File: src/rtl/ps2_key_sequencer_pkg.sv
// Shared types and scan-code constants for the PS/2 key sequencer.
package ps2_key_sequencer_pkg;

    typedef enum logic [1:0] {
        IDLE   = 2'd0,
        POP    = 2'd1,
        DECODE = 2'd2,
        EMIT   = 2'd3
    } state_t;

    localparam logic [7:0] PS2_PREFIX_EXT = 8'hE0;
    localparam logic [7:0] PS2_PREFIX_BRK = 8'hF0;
    localparam logic [7:0] PS2_PAUSE      = 8'hE1;

    // Held-key identity: extended flag above the raw code, matching held_code.
    typedef struct packed {
        logic       ext;
        logic [7:0] code;
    } key_t;

endpackage

File: src/rtl/ps2_key_sequencer_if.sv
// Key-event valid/ready channel from the sequencer to its consumers.
interface ps2_key_sequencer_if;
    logic       ev_valid;
    logic       ev_ready;
    logic [7:0] ev_code;
    logic       ev_ext;
    logic       ev_break;
    logic       ev_repeat;

    modport master (output ev_valid, ev_code, ev_ext, ev_break, ev_repeat, input ev_ready);
    modport slave  (input ev_valid, ev_code, ev_ext, ev_break, ev_repeat, output ev_ready);
endinterface

File: src/rtl/ps2_key_sequencer.sv
// Purpose: pops PS/2 scan bytes, folds E0/F0 prefixes into key events, tracks held key and press count.
// Latency: event valid 3 cycles after ready is sampled in IDLE; 3 cycles per prefix, 4 per code byte.
// Backpressure: no byte is fetched while an event waits in EMIT; the keyboard FIFO absorbs the stall.
module ps2_key_sequencer
    import ps2_key_sequencer_pkg::*;
#(
    parameter int CNT_W = 8
) (
    input  logic                     clk,
    input  logic                     rst,
    input  logic                     ready,
    input  logic                     overflow,
    input  logic [7:0]               data,
    output logic                     nextdata_n,
    ps2_key_sequencer_if.master      ev,
    output logic [CNT_W-1:0]         press_count,
    output logic                     held_valid,
    output logic [8:0]               held_code,
    output logic                     ovf_seen
);

    state_t     state;
    logic [7:0] byte_r;
    logic       ext_f;
    logic       brk_f;
    key_t       cur_key;
    logic       key_hit;

    assign cur_key = '{ext: ext_f, code: byte_r};
    assign key_hit = held_valid && (held_code == cur_key);

    always_ff @(posedge clk) begin
        if (rst) begin
            state        <= IDLE;
            byte_r       <= 8'h00;
            ext_f        <= 1'b0;
            brk_f        <= 1'b0;
            nextdata_n   <= 1'b1;
            ev.ev_valid  <= 1'b0;
            ev.ev_code   <= 8'h00;
            ev.ev_ext    <= 1'b0;
            ev.ev_break  <= 1'b0;
            ev.ev_repeat <= 1'b0;
            press_count  <= '0;
            held_valid   <= 1'b0;
            held_code    <= 9'h000;
            ovf_seen     <= 1'b0;
        end else begin
            ovf_seen <= ovf_seen | overflow;
            case (state)
                IDLE: begin
                    if (ready) begin
                        byte_r     <= data;
                        nextdata_n <= 1'b0;
                        state      <= POP;
                    end
                end
                // ready is not looked at again until the FIFO has seen the pop
                POP: begin
                    nextdata_n <= 1'b1;
                    state      <= DECODE;
                end
                DECODE: begin
                    state <= IDLE;
                    case (byte_r)
                        PS2_PREFIX_EXT: ext_f <= 1'b1;
                        PS2_PREFIX_BRK: brk_f <= 1'b1;
                        PS2_PAUSE: begin
                            ext_f <= 1'b0;
                            brk_f <= 1'b0;
                        end
                        default: begin
                            ext_f        <= 1'b0;
                            brk_f        <= 1'b0;
                            ev.ev_valid  <= 1'b1;
                            ev.ev_code   <= byte_r;
                            ev.ev_ext    <= ext_f;
                            ev.ev_break  <= brk_f;
                            ev.ev_repeat <= !brk_f && key_hit;
                            state        <= EMIT;
                            // a release of some other key leaves the held key alone
                            if (brk_f) begin
                                if (key_hit) held_valid <= 1'b0;
                            end else if (!key_hit) begin
                                held_code   <= cur_key;
                                held_valid  <= 1'b1;
                                press_count <= press_count + CNT_W'(1);
                            end
                        end
                    endcase
                end
                EMIT: begin
                    if (ev.ev_ready) begin
                        ev.ev_valid <= 1'b0;
                        state       <= IDLE;
                    end
                end
                default: state <= IDLE;
            endcase
        end
    end

endmodule
File: src/flat_wrapper.sv
// flat-port wrapper written by rule: the top's interface ports become plain ports
module ps2_key_sequencer_flat import ps2_key_sequencer_pkg::*;
#(
    parameter int CNT_W = 8
)
  (clk, rst, ready, overflow, data, nextdata_n, press_count, held_valid, held_code, ovf_seen, ev_ev_valid, ev_ev_code, ev_ev_ext, ev_ev_break, ev_ev_repeat, ev_ev_ready);
  ps2_key_sequencer_if ev_i ();
  input  logic clk;
  input  logic rst;
  input  logic ready;
  input  logic overflow;
  input  logic [7:0] data;
  output logic nextdata_n;
  output logic [CNT_W-1:0] press_count;
  output logic held_valid;
  output logic [8:0] held_code;
  output logic ovf_seen;
  output wire logic [$bits(ev_i.ev_valid)-1:0] ev_ev_valid;
  output wire logic [$bits(ev_i.ev_code)-1:0] ev_ev_code;
  output wire logic [$bits(ev_i.ev_ext)-1:0] ev_ev_ext;
  output wire logic [$bits(ev_i.ev_break)-1:0] ev_ev_break;
  output wire logic [$bits(ev_i.ev_repeat)-1:0] ev_ev_repeat;
  input wire logic [$bits(ev_i.ev_ready)-1:0] ev_ev_ready;
  assign ev_ev_valid = ev_i.ev_valid;
  assign ev_ev_code = ev_i.ev_code;
  assign ev_ev_ext = ev_i.ev_ext;
  assign ev_ev_break = ev_i.ev_break;
  assign ev_ev_repeat = ev_i.ev_repeat;
  assign ev_i.ev_ready = ev_ev_ready;
  ps2_key_sequencer #(.CNT_W(CNT_W)) u_core (.clk(clk), .rst(rst), .ready(ready), .overflow(overflow), .data(data), .nextdata_n(nextdata_n), .ev(ev_i), .press_count(press_count), .held_valid(held_valid), .held_code(held_code), .ovf_seen(ovf_seen));
endmodule
File: config.mk
export PLATFORM = sky130hd
export DESIGN_NAME = ps2_key_sequencer_flat
export DESIGN_NICKNAME = d
export VERILOG_FILES = /design/src/rtl/ps2_key_sequencer_pkg.sv /design/src/rtl/ps2_key_sequencer_if.sv /design/src/rtl/ps2_key_sequencer.sv /design/src/flat_wrapper.sv
export SDC_FILE = /design/constraint.sdc
export NUM_CORES = 1
export LEC_CHECK = 0
export CELL_PAD_IN_SITES_DETAIL_PLACEMENT = 1
export CELL_PAD_IN_SITES_GLOBAL_PLACEMENT = 2
export CORE_MARGIN = 2
export CORE_UTILIZATION = 30
export DETAILED_ROUTE_END_ITERATION = 12
export PLACE_DENSITY = 0.91
export SLEW_MARGIN = 15
export SYNTH_ARGS = -nofsm -noshare
export SYNTH_HDL_FRONTEND = slang
export SYNTH_SLANG_ARGS = --single-unit
File: constraint.sdc
create_clock -name clk -period 3 [get_ports clk]
set_input_delay 0.3 -clock clk [delete_from_list [all_inputs] [get_ports clk]]
set_output_delay 0.3 -clock clk [all_outputs]
set_load 0.02 [all_outputs]
==> flow_summary_export.csv <==
group,metric,value,unit
outcome,status,"finished clean",
grt,antenna_found_initial,0,
logic_synthesis,synthFlopType,"dfxtp_1",
grt,track_usage,0.150,
worst_setup_path,worstSetupEndpointType,"register",
worst_setup_path,crit_buf_inv,1,
cells_and_area,final_cell_mix,"clkdlybuf4s50_1, dfxtp_1, nor2_1",
clocking,cts_hold_buf,0,
logic_synthesis,syn_inst,206,
timing,finalSetupViolations,0,
logic_synthesis,synth_area,1850,µm²
grt,grt_pass1_vias,1600,
logic_synthesis,syn-num-nets,222,
min_path,min_path_type,"reg2reg",
timing,hold_viol,0,
job,maxCapViolations,0,
logic_synthesis,synthXorXnorAreaFrac,0.0569,
cells_and_area,post-route-cell-area,2440,µm²
placement,routabilityCongestion,0.756,
cells_and_area,nets,263,
logic_synthesis,synth_compound_area_frac,0.124,
logic_synthesis,synth_cell_type_count,35,
drt,vias,1589,
timing,fin_crit,2.15,ns
placement,dpl_cell_area,2350,µm²
clocking,clk_pin_slew_worst_paths,0.08,ns
timing,maxSlewViolCount,0,
worst_setup_path,slowest_delay,0.51,ns
grt,grt_first_pass_wirelength,7660,µm
clocking,cts_max_level,2,
logic_synthesis,async_flop_share,0,
clocking,cts_tree,"done",
drt,antenna_left,0,
floorplan,die_h,82.5,µm
timing,slew_headroom,0.468,
timing,clock_skew,0.00519,ns
cells_and_area,syn2layout_area_growth,31.9,%
worst_setup_path,worstPathMaxFanout,11,
worst_setup_path,cp-start-kind,"register",
clocking,cts_root_buffer,"clkbuf_8",
worst_setup_path,path_class,"reg2reg",
logic_synthesis,synth_top_family_by_area,"simple AND/OR/NAND/NOR gates",
clocking,cts_buffer_depth,2,
floorplan,io-pin-count,45,
grt,grt.overflow.total,0,
timing,rsz0062_at_grt,"false",
placement,place_ws,0.862,ns
logic_synthesis,ys_ff_latch,44,
worst_setup_path,crit_chain,"xor2_1 > nor4_1 > nand4_1 > ha_1 > nand3b_1 > a21oi_1 > buf_4 > mux2i_1 > nor2_1",
drt,first_pass_iters,4,
placement,portBuffers,44,
timing,fmax,0.466,GHz
logic_synthesis,ys_warn_count,0,
placement,placedCellCount,315,
drt,wire_per_inst,14.0,µm
clocking,cts_sinks,44,
logic_synthesis,synth_top_cell_area_share,0.477,
logic_synthesis,synthTopCellsByArea,"dfxtp_1, mux2i_1, a21oi_1, nor2_1, nand2_1",
floorplan,rows,28,
logic_synthesis,yosysTopAreaCell,"dfxtp_1",
drt,drcViolationCount,0,
worst_setup_path,cp_data_arrival_time,2.34,ns
placement,dp.final_hpwl,3300,µm
cells_and_area,drive_gt1_frac,0.0444,
clocking,cts_resized,0,
logic_synthesis,synth_fa_ha_area_frac,0.0203,
worst_setup_path,crit_family,"simple AND/OR/NAND/NOR gates",
power,p_leak,0.884,nW
cells_and_area,antenna_cells,0,
worst_setup_path,critPathRequiredTime,3.19,ns
clocking,post_cts_buffers,0,
clocking,cts_buffers,5,
timing,tns,0,ns
worst_setup_path,crit_path_top_delay_cell,"dfxtp_1",
clocking,insertion_delay,0.29,ns
drt,drt_iter0_drc,64,
logic_synthesis,synth_mux_area_frac,0.0976,
floorplan,die-area,6800,µm²
logic_synthesis,ys_seq_area_frac,0.477,
timing,post-route-period-util,0.716,
power,totalPowerFinal,1.21,mW
timing,fin_ws,0.852,ns
timing,tightest_slew,0.798,ns
logic_synthesis,avgSynthCellArea,8.96,µm²
floorplan,design.core.area,5920,µm²
drt,wirelength,4510,µm
power,power.density,496,nW/µm²
floorplan,die_x,82.5,µm
floorplan,start_util,0.312,
cells_and_area,fin_cells,323,
logic_synthesis,synth-edff-count,0,
power,peakVddDrop,225,µV
grt,grt_max_degree,24,
logic_synthesis,synth_simple_gate_area_frac,0.183,
drt,via_per_inst,4.92,
==> cells in the mapped netlist, types with 2 or more instances <==
cell type and n:
or4_1 4, dfxtp_1 44, buf_2 3, nand2b_1 2, nand4_1 4, or3_1 2, o31ai_1 3, nand2_1 24
nor2_1 27, xnor2_1 4, o21ai_0 4, nor4_1 2, a211oi_1 2, mux2i_1 18, nand3_1 2, a21oi_1 22
xor2_1 8, inv_1 5, clkbuf_1 8, ha_1 3
==> registers in the layout (all words and copies together), names as in the netlist <==
signal	flops
u_core.state	2
u_core.held_valid	1
u_core.nextdata_n	1
u_core.brk_f	1
u_core.ev.ev_valid	1
u_core.ev.ev_ext	1
u_core.ext_f	1
u_core.ev.ev_break	1
u_core.press_count	8
u_core.ev.ev_code	8
u_core.ev.ev_repeat	1
u_core.ovf_seen	1
u_core.held_code	9
u_core.byte_r	8
==> cell families (layout without fill, tap and decap cells) <==
logic type / Yosys count / after routing
AND/OR/NAND/NOR: 73 / 73
AO/OA/AOI/OAI: 38 / 38
flip-flops: 44 / 44
multiplexers: 18 / 18
adder cells (fa/ha/maj): 3 / 3
buffers and inverters: 18 / 60
XOR/XNOR: 12 / 12
==> worst reg2reg max path: cells and delay by family (launching register included) <==
kind / cells / cell delay (ns)
flip-flops: 1 / 0.51
buffers and inverters: 1 / 0.21
adder cells (fa/ha/maj): 1 / 0.25
XOR/XNOR: 1 / 0.12
AO/OA/AOI/OAI: 1 / 0.06
multiplexers: 1 / 0.18
AND/OR/NAND/NOR: 4 / 0.73
==> path summary, 6_finish.rpt <==
check	start	to	slack, ns	cells after the start
max	u_core.byte_r[0]$_SDFFE_PP0P_	u_core.held_code[5]$_SDFFE_PP0P_	0.85	9
min	u_core.ev.ev_ext$_SDFFE_PP0P_	u_core.ev.ev_ext$_SDFFE_PP0P_	0.46	2
max reg2reg	u_core.byte_r[0]$_SDFFE_PP0P_	u_core.held_code[5]$_SDFFE_PP0P_	0.85	9
min reg2reg	u_core.ev.ev_ext$_SDFFE_PP0P_	u_core.ev.ev_ext$_SDFFE_PP0P_	0.46	2
==> report_power, final <==
group          total, mW  switching [mW]  internal [mW]  leakage [nW]
combinational      0.182          0.0952         0.0865         0.481
clock              0.378           0.190          0.188        0.0455
sequential         0.650          0.0394          0.610         0.357
total               1.21           0.324          0.885         0.884
==> per-layer routing <==
metal,global-route usage,vias up,part of all wire,routed length [µm]
met5,0,-,0,0
met4,0.0400,0,0.010,47
met3,0.0457,5,0.036,162
met2,0.260,29,0.49,2230
met1,0.178,759,0.46,2070
li1,-,796,-,-
==> cell type report <==
class	instances	area, µm²
clock buffer	8	90.1
fill	703	3480
inverter	5	18.8
multi-input combinational	144	890
sequential	44	881
tap	75	93.8
timing repair buffer	47	463
==> per-stage QoR <==
step / utilization / hold WS [ns]
after floorplan: - / 0.421
after global placement: 0.396 / 0.443
after detailed placement: 0.396 / 0.451
after CTS: 0.411 / 0.462
after global routing: 0.411 / 0.491
final: 0.411 / 0.457
Power figures use the tool's default switching activity.
